--- src/rtl/param_seq_pkg.sv ---
// Shared types and helpers for the parametrised phase sequencer.
// Provides the control enum, index-width helper and circular next-enabled search.
package param_seq_pkg;

  localparam int unsigned MAX_STATES = 64;
  localparam int unsigned MAX_IDX_W  = 6;

  // Two-bit encoding leaves 2'b10/2'b11 as detectable illegal values.
  typedef enum logic [1:0] {
    IDLE = 2'b00,
    RUN  = 2'b01
  } ctrl_t;

  typedef struct packed {
    logic                 found;
    logic [MAX_IDX_W-1:0] target;
  } next_t;

  function automatic int unsigned idx_width(input int unsigned n);
    return (n < 2) ? 1 : $clog2(n);
  endfunction

  // Circular search starting at idx+1; the loop runs from far to near so the
  // nearest enabled state is the last one written.
  function automatic next_t next_enabled(input logic [MAX_STATES-1:0] mask,
                                         input logic [MAX_IDX_W-1:0]  idx,
                                         input int unsigned           n);
    next_t              res;
    logic [MAX_IDX_W:0] j;
    res = '0;
    for (int k = MAX_STATES; k >= 1; k--) begin
      j = {1'b0, idx} + (MAX_IDX_W+1)'(k);
      if (j >= (MAX_IDX_W+1)'(n)) j = j - (MAX_IDX_W+1)'(n);
      if ((k <= int'(n)) && mask[j[MAX_IDX_W-1:0]]) begin
        res.found  = 1'b1;
        res.target = j[MAX_IDX_W-1:0];
      end
    end
    return res;
  endfunction

endpackage

--- src/rtl/param_seq_fsm_if.sv ---
// Control/status bundle between CSR block (master) and the sequencer (slave).
// PARAM_SEQ_ONEHOT_EN adds the one-hot phase output state_oh.
interface param_seq_fsm_if #(
  parameter int unsigned NUM_STATES = 3,
  parameter int unsigned IDX_W      = param_seq_pkg::idx_width(NUM_STATES),
  parameter int unsigned DWELL_W    = 8
);
  logic                  start;
  logic                  abort;
  logic                  step;
  logic [DWELL_W-1:0]    dwell;
  logic [NUM_STATES-1:0] state_mask;
  logic                  busy;
  logic [IDX_W-1:0]      state_idx;
  logic                  adv;
  logic                  wrap;
  logic                  done;
  logic                  err_empty;
  logic                  illegal_seen;
`ifdef PARAM_SEQ_ONEHOT_EN
  logic [NUM_STATES-1:0] state_oh;

  modport master (
    output start, abort, step, dwell, state_mask,
    input  busy, state_idx, adv, wrap, done, err_empty, illegal_seen, state_oh
  );
  modport slave (
    input  start, abort, step, dwell, state_mask,
    output busy, state_idx, adv, wrap, done, err_empty, illegal_seen, state_oh
  );
`else
  modport master (
    output start, abort, step, dwell, state_mask,
    input  busy, state_idx, adv, wrap, done, err_empty, illegal_seen
  );
  modport slave (
    input  start, abort, step, dwell, state_mask,
    output busy, state_idx, adv, wrap, done, err_empty, illegal_seen
  );
`endif
endinterface

--- src/rtl/seq_dwell_ctr.sv ---
// Per-state dwell counter: clears and latches the dwell target on state entry,
// then counts up (saturating) and reports when the minimum dwell is met.
module seq_dwell_ctr #(
  parameter int unsigned DWELL_W = 8
) (
  input  logic               clk,
  input  logic               rst,
  input  logic               load,
  input  logic               en,
  input  logic [DWELL_W-1:0] dwell,
  output logic               satisfied
);

  logic [DWELL_W-1:0] cnt_q, cnt_d;
  logic [DWELL_W-1:0] dwell_q, dwell_d;

  always_comb begin
    cnt_d   = cnt_q;
    dwell_d = dwell_q;
    if (load) begin
      cnt_d   = '0;
      dwell_d = dwell;
    end else if (en && (cnt_q != '1)) begin
      cnt_d = cnt_q + 1'b1;
    end
  end

  always_ff @(posedge clk or posedge rst) begin
    if (rst) begin
      cnt_q   <= '0;
      dwell_q <= '0;
    end else begin
      cnt_q   <= cnt_d;
      dwell_q <= dwell_d;
    end
  end

  assign satisfied = (cnt_q >= dwell_q);

endmodule

--- src/rtl/param_seq_fsm.sv ---
// Circular phase sequencer over NUM_STATES maskable states with minimum dwell.
// Optional PARAM_SEQ_ONEHOT_EN adds a registered one-hot phase output.
module param_seq_fsm
  import param_seq_pkg::*;
#(
  parameter int unsigned NUM_STATES = 3,
  parameter int unsigned IDX_W      = idx_width(NUM_STATES),
  parameter int unsigned DWELL_W    = 8,
  parameter int unsigned ONE_SHOT   = 0
) (
  input logic            clk,
  input logic            rst,
  param_seq_fsm_if.slave bus
);

  ctrl_t                 ctrl_q, ctrl_d;
  logic [IDX_W-1:0]      idx_q, idx_d;
  logic                  illegal_q;
  logic                  illegal;
  logic                  load;
  logic                  satisfied;
  logic                  adv, wrap, done, err_empty;
  logic                  wrap_c;
  logic [MAX_STATES-1:0] mask_ext;
  logic [MAX_IDX_W-1:0]  search_from;
  next_t                 nxt;

  // From IDLE the search starts just past the last index so it lands on the lowest set bit.
  always_comb begin
    mask_ext                   = '0;
    mask_ext[NUM_STATES-1:0]   = bus.state_mask;
    search_from = (ctrl_q == RUN) ? MAX_IDX_W'(idx_q) : MAX_IDX_W'(NUM_STATES - 1);
    nxt         = next_enabled(mask_ext, search_from, NUM_STATES);
    wrap_c      = (nxt.target <= MAX_IDX_W'(idx_q));
    illegal     = ((ctrl_q != IDLE) && (ctrl_q != RUN)) || (32'(idx_q) >= NUM_STATES);
  end

  always_comb begin
    ctrl_d    = ctrl_q;
    idx_d     = idx_q;
    load      = 1'b0;
    adv       = 1'b0;
    wrap      = 1'b0;
    done      = 1'b0;
    err_empty = 1'b0;
    if (illegal) begin
      ctrl_d = IDLE;
      idx_d  = '0;
    end else if (bus.abort) begin
      ctrl_d = IDLE;
      idx_d  = '0;
    end else begin
      unique case (ctrl_q)
        IDLE: begin
          if (bus.start) begin
            if (nxt.found) begin
              ctrl_d = RUN;
              idx_d  = nxt.target[IDX_W-1:0];
              load   = 1'b1;
            end else begin
              err_empty = 1'b1;
            end
          end
        end
        RUN: begin
          if (bus.step && satisfied) begin
            if (!nxt.found) begin
              ctrl_d    = IDLE;
              idx_d     = '0;
              err_empty = 1'b1;
            end else begin
              adv  = 1'b1;
              wrap = wrap_c;
              if ((ONE_SHOT != 0) && wrap_c) begin
                ctrl_d = IDLE;
                idx_d  = '0;
                done   = 1'b1;
              end else begin
                idx_d = nxt.target[IDX_W-1:0];
                load  = 1'b1;
              end
            end
          end
        end
        default: begin
          ctrl_d = IDLE;
          idx_d  = '0;
        end
      endcase
    end
  end

  always_ff @(posedge clk or posedge rst) begin
    if (rst) begin
      ctrl_q    <= IDLE;
      idx_q     <= '0;
      illegal_q <= 1'b0;
    end else begin
      ctrl_q <= ctrl_d;
      idx_q  <= idx_d;
      if (illegal) illegal_q <= 1'b1;
    end
  end

  seq_dwell_ctr #(
    .DWELL_W(DWELL_W)
  ) u_dwell (
    .clk      (clk),
    .rst      (rst),
    .load     (load),
    .en       (ctrl_q == RUN),
    .dwell    (bus.dwell),
    .satisfied(satisfied)
  );

  assign bus.busy         = (ctrl_q == RUN);
  assign bus.state_idx    = idx_q;
  assign bus.adv          = adv;
  assign bus.wrap         = wrap;
  assign bus.done         = done;
  assign bus.err_empty    = err_empty;
  assign bus.illegal_seen = illegal_q;

`ifdef PARAM_SEQ_ONEHOT_EN
  logic [NUM_STATES-1:0] oh_q, oh_d;

  always_comb begin
    oh_d = '0;
    if (ctrl_d == RUN) oh_d[idx_d] = 1'b1;
  end

  always_ff @(posedge clk or posedge rst) begin
    if (rst) oh_q <= '0;
    else     oh_q <= oh_d;
  end

  assign bus.state_oh = oh_q;
`endif

endmodule

--- src/flat_wrapper.sv ---
// flat-port wrapper written by rule: the top's interface ports become plain ports
module param_seq_fsm_flat import param_seq_pkg::*;
#(
  parameter int unsigned NUM_STATES = 3,
  parameter int unsigned IDX_W      = idx_width(NUM_STATES),
  parameter int unsigned DWELL_W    = 8,
  parameter int unsigned ONE_SHOT   = 0
)
  (clk, rst, bus_start, bus_abort, bus_step, bus_dwell, bus_state_mask, bus_busy, bus_state_idx, bus_adv, bus_wrap, bus_done, bus_err_empty, bus_illegal_seen);
  param_seq_fsm_if #(.NUM_STATES(NUM_STATES), .IDX_W(IDX_W), .DWELL_W(DWELL_W)) bus_i ();
  input logic clk;
  input logic rst;
  input wire logic [$bits(bus_i.start)-1:0] bus_start;
  input wire logic [$bits(bus_i.abort)-1:0] bus_abort;
  input wire logic [$bits(bus_i.step)-1:0] bus_step;
  input wire logic [$bits(bus_i.dwell)-1:0] bus_dwell;
  input wire logic [$bits(bus_i.state_mask)-1:0] bus_state_mask;
  output wire logic [$bits(bus_i.busy)-1:0] bus_busy;
  output wire logic [$bits(bus_i.state_idx)-1:0] bus_state_idx;
  output wire logic [$bits(bus_i.adv)-1:0] bus_adv;
  output wire logic [$bits(bus_i.wrap)-1:0] bus_wrap;
  output wire logic [$bits(bus_i.done)-1:0] bus_done;
  output wire logic [$bits(bus_i.err_empty)-1:0] bus_err_empty;
  output wire logic [$bits(bus_i.illegal_seen)-1:0] bus_illegal_seen;
  assign bus_i.start = bus_start;
  assign bus_i.abort = bus_abort;
  assign bus_i.step = bus_step;
  assign bus_i.dwell = bus_dwell;
  assign bus_i.state_mask = bus_state_mask;
  assign bus_busy = bus_i.busy;
  assign bus_state_idx = bus_i.state_idx;
  assign bus_adv = bus_i.adv;
  assign bus_wrap = bus_i.wrap;
  assign bus_done = bus_i.done;
  assign bus_err_empty = bus_i.err_empty;
  assign bus_illegal_seen = bus_i.illegal_seen;
  param_seq_fsm #(.NUM_STATES(NUM_STATES), .IDX_W(IDX_W), .DWELL_W(DWELL_W), .ONE_SHOT(ONE_SHOT)) u_core (.clk(clk), .rst(rst), .bus(bus_i));
endmodule
--- config.mk ---
export PLATFORM = sky130hd
export DESIGN_NAME = param_seq_fsm_flat
export DESIGN_NICKNAME = d
export VERILOG_FILES = /design/src/rtl/param_seq_pkg.sv /design/src/rtl/param_seq_fsm_if.sv /design/src/rtl/seq_dwell_ctr.sv /design/src/rtl/param_seq_fsm.sv /design/src/flat_wrapper.sv
export SDC_FILE = /design/constraint.sdc
export NUM_CORES = 1
export LEC_CHECK = 0
export CORE_MARGIN = 5
export CORE_UTILIZATION = 50
export CTS_BUF_LIST = sky130_fd_sc_hd__clkbuf_16
export DETAILED_ROUTE_END_ITERATION = 16
export GPL_TIMING_DRIVEN = 0
export HOLD_SLACK_MARGIN = 0.05
export PLACE_DENSITY = 0.75
export SETUP_SLACK_MARGIN = 0.3
export SYNTH_ARGS = -nofsm -noshare
export SYNTH_HDL_FRONTEND = slang
export SYNTH_SLANG_ARGS = --single-unit
--- constraint.sdc ---
create_clock -name clk -period 3.96 [get_ports clk]
set_input_delay 0.99 -clock clk [delete_from_list [all_inputs] [get_ports clk]]
set_output_delay 0.99 -clock clk [all_outputs]
set_load 0.01 [all_outputs]
==> parameters.txt, run 1 <==
Parameter                              Value

Synth
  Synth Register Bits ... 20
  FFs w/ async S/R, synth ... 1.00
  Fraction of post-synthesis cell area in the top cell type by area ... 0.334
  Synth area leader ... sky130_fd_sc_hd__dfrtp_1
  Synthesized area divided by synthesized cell count ... 10.0 sq um
  Flip-flop cell with the highest count after synthesis ... sky130_fd_sc_hd__dfrtp_1
  Net count after synthesis ... 182
  Count of cell types in the netlist ... 48
  Portion of the post-synthesis area used by sequential elements ... 0.334
  Area contributors post-synth ... sky130_fd_sc_hd__dfrtp_1 (33%), sky130_fd_sc_hd__ha_1 (13%), sky130_fd_sc_hd__inv_1 (4.5%)
  Post-synthesis cell area ... 0.00150 sq mm
  Count of synthesis-stage warnings from yosys ... 0
  Number of cells produced by synthesis ... 150
  EDFF count, synth ... 0

Drt
  Number of nets with antenna violations after detailed routing ... 0
  DR vias ... 1223
  DRC errors left ... 0
  Total Routed Length ... 3450 microns
  Mean number of vias per cell ... 5.51
  1st-pass router iterations ... 4
  Post-DR wirelength/cell ... 15.5 microns
  Number of DRC markers after the initial detailed-route iteration ... 29

Worst setup path
  Ordered list of cells on the worst path ... dlygate4sd2_1 -> a32o_2 -> o22ai_4 -> or3_1 -> a22o_1 -> ha_1 -> inv_1 -> a21oi_2 -> a21oi_2 -> nor2b_1 -> buf_2
  Setup crit start kind ... input port
  Crit path buf inv count ... 3
  Maximum fanout encountered on the critical timing path ... 4
  Data arrival, critical path ... 2.79 ns
  Top delay family on crit path ... compound AO/OA/AOI/OAI gates
  Cell mode on critical path ... sky130_fd_sc_hd__a21oi_2
  Cell with the largest stage delay on the worst path ... sky130_fd_sc_hd__or3_1
  WS Path Type ... in2out
  Worst-case register-to-register setup slack ... 1.20 ns
  Required @ worst endpoint ... 2.97 ns
  Max incr delay on CP ... 0.38 ns
  Kind of capture point of the worst setup path ... output pin

Power and ir drop
  Leakage dissipation ... 0.980 nW
  PD cells ... 496 mW/mm^2
  Overall power consumption ... 1.01 mW
  Maximum VDD drop ... 358 uV

Die
  Horizontal die dimension ... 64.8 microns
  Die ar. ... 0.00420 sq mm
  Io pins ... 24
  Placement row count ... 19
  Die Span Y ... 64.8 microns
  Starting density of the core ... 0.535
  Placeable core area ... 0.00281 sq mm

Global route
  Via count of the first global-routing pass ... 1243
  Pin count of the biggest net entering global routing ... 21
  Wire length of the first global-routing pass ... 5760 microns
  Global route overflow ... 0
  Antenna violations before repair ... 0
  Tot GR Track Use ... 0.173

Timing
  Setup violators final ... 0
  RSZ-0062 raised after global routing ... true
  Clock tree skew after final layout ... 0.00356 ns
  Shortest period the worst path allows ... 3.78 ns
  F_max ... 265 MHz
  Number of hold violations in the final report ... 0
  Final slew viol count ... 0
  Worst slew pin tran ... 0.763 ns
  Period utilisation layout ... 0.954
  Worst slew margin ... 0.491

Worst hold path
  Class of the most critical hold timing path ... reg2reg

Clock tree
  Number of buffers between clock root and the deepest sink ... 2
  Root Buffer ... sky130_fd_sc_hd__clkbuf_16
  Clock buffers created by TritonCTS ... 3
  TritonCTS clock tree ... yes
  Clock transition time at the flip-flop clock pins of the worst setup and hold paths ... 0.05 ns
  Clock latency of the later-clocked register in the worst-skew pair ... 0.25 ns
  Number of sinks on the clock net ... 20
  Count of H-tree levels built during CTS ... 1

Final layout
  Number of fill cells ... 200
  Post-layout instance area ... 0.00204 sq mm
  Most frequent standard cell in the layout excluding fill and tap cells ... sky130_fd_sc_hd__dfrtp_1
  FF+latch area ... 503 sq um
  Area growth from synthesis to layout ... 35.7%
  Area of combinational cells with multiple inputs ... 966 sq um
  Total inserted antenna cells ... 0
  Total number of nets in the final design ... 224
  Fraction of final layout cells with drive strength greater than 1 ... 0.314
  Commonest cells after routing, fill and taps aside ... sky130_fd_sc_hd__dfrtp_1 (18), sky130_fd_sc_hd__inv_1 (17), sky130_fd_sc_hd__buf_4 (16), sky130_fd_sc_hd__clkdlybuf4s50_1 (16), sky130_fd_sc_hd__ha_1 (13)

Run status
  Run status ... finished, final reports clean

Flow run
  Max-cap violation count ... 0

Placement
  Final RePlAce weighted congestion ... 0.814
  Cell area after placement ... 0.00176 sq mm
  Number of buffers inserted by port buffering ... 22
  Post-DP HPWL ... 2330 microns
## layer usage
layer  global-route usage  up-vias  part of all wire
met3               0.0345        6             0.039
li1                     -      606                 -
met1                0.208      581              0.43
met5                    0        -                 0
met2                0.309       30              0.52
met4               0.0554        0             0.013
## cell usage after synthesis (3+ instances only)
cell	count
sky130_fd_sc_hd__dfrtp_1	20
sky130_fd_sc_hd__inv_1	18
sky130_fd_sc_hd__ha_1	16
sky130_fd_sc_hd__nor2_1	12
sky130_fd_sc_hd__nand2_1	10
sky130_fd_sc_hd__a21oi_1	6
sky130_fd_sc_hd__mux2_2	6
sky130_fd_sc_hd__nand4_1	5
sky130_fd_sc_hd__nand3_1	4
sky130_fd_sc_hd__xor2_1	4
sky130_fd_sc_hd__mux2i_1	3
sky130_fd_sc_hd__nor2b_1	3
sky130_fd_sc_hd__xnor2_1	3
## report_power, final
part	internal, mW	switching [mW]	leakage [nW]
clock network	0.134	0.0701	0.0385
logic	0.268	0.218	0.689
registers	0.267	0.0520	0.253
## cells by family after synthesis
logic type | after synthesis | share of synthesized area
AO/OA/AOI/OAI | 28 | 0.158
XOR/XNOR | 7 | 0.0409
adder cells (fa/ha/maj) | 16 | 0.133
buffers and inverters | 23 | 0.0884
flip-flops | 20 | 0.334
multiplexers | 11 | 0.0851
other | 1 | 0.00250
AND/OR/NAND/NOR | 44 | 0.158
## worst paths after layout
path                                    startpoint                         to  cells after the start
hold / removal             u_core.bus.illegal_seen    u_core.bus.illegal_seen                      1
setup / recovery                 bus_state_mask[1]                   bus_wrap                     11
min in group asynchronous                      rst  u_core.u_dwell.dwell_q[1]                      2
hold reg to reg            u_core.bus.illegal_seen    u_core.bus.illegal_seen                      1
max in group asynchronous                      rst    u_core.bus.state_idx[1]                      2
setup reg to reg                  u_core.ctrl_q[0]  u_core.u_dwell.dwell_q[7]                     13
## sequential cells by signal, indices dropped and copies added, names as in the netlist
| name | count |
|---|---|
| u_core.bus.illegal_seen | 1 |
| u_core.bus.state_idx | 2 |
| u_core.u_dwell.cnt_q | 8 |
| u_core.u_dwell.dwell_q | 8 |
| u_core.ctrl_q | 1 |
## what timing repair did
| action | 4_1_cts | 5_1_grt |
|---|---|---|
| resized for setup | 24 | 10 |
| setup buffers | 8 | 7 |
| gates cloned | 0 | 0 |
| endpoints found under the setup margin | 3 | 1 |
| pin swaps | 10 | 11 |
| hold buffers | 0 | 0 |
## through the flow
step	util	hold slack [ns]	worst slack (ns)	cells	setup TNS, ns
detailed placement	0.627	0.450	-0.589	203	-0.638
global placement	0.627	0.441	-0.531	203	-0.531
floorplan	-	0.481	0.378	150	0
CTS	0.699	0.462	0.131	215	0
finish	0.726	0.462	0.182	222	0
global route	0.726	0.488	0.0315	222	0
## cell type report
| class | instances | share of cell area |
|---|---|---|
| Buffer | 5 | 0.0320 |
| Clock buffer | 3 | 0.0369 |
| Clock inverter | 1 | 0.00184 |
| Inverter | 18 | 0.0344 |
| Multi-Input combinational cell | 107 | 0.474 |
| Sequential cell | 20 | 0.247 |
| Tap cell | 31 | 0.0191 |
| Timing Repair Buffer | 37 | 0.154 |
No activity file was read; power rests on OpenSTA's default activity.
==> run 2, diff against run 1 <==
Settings changed: CTS_CLUSTER_DIAMETER set to 120.
==> results of run 2 <==
The final DEF is identical to that of run 1; final timing and power are the same.
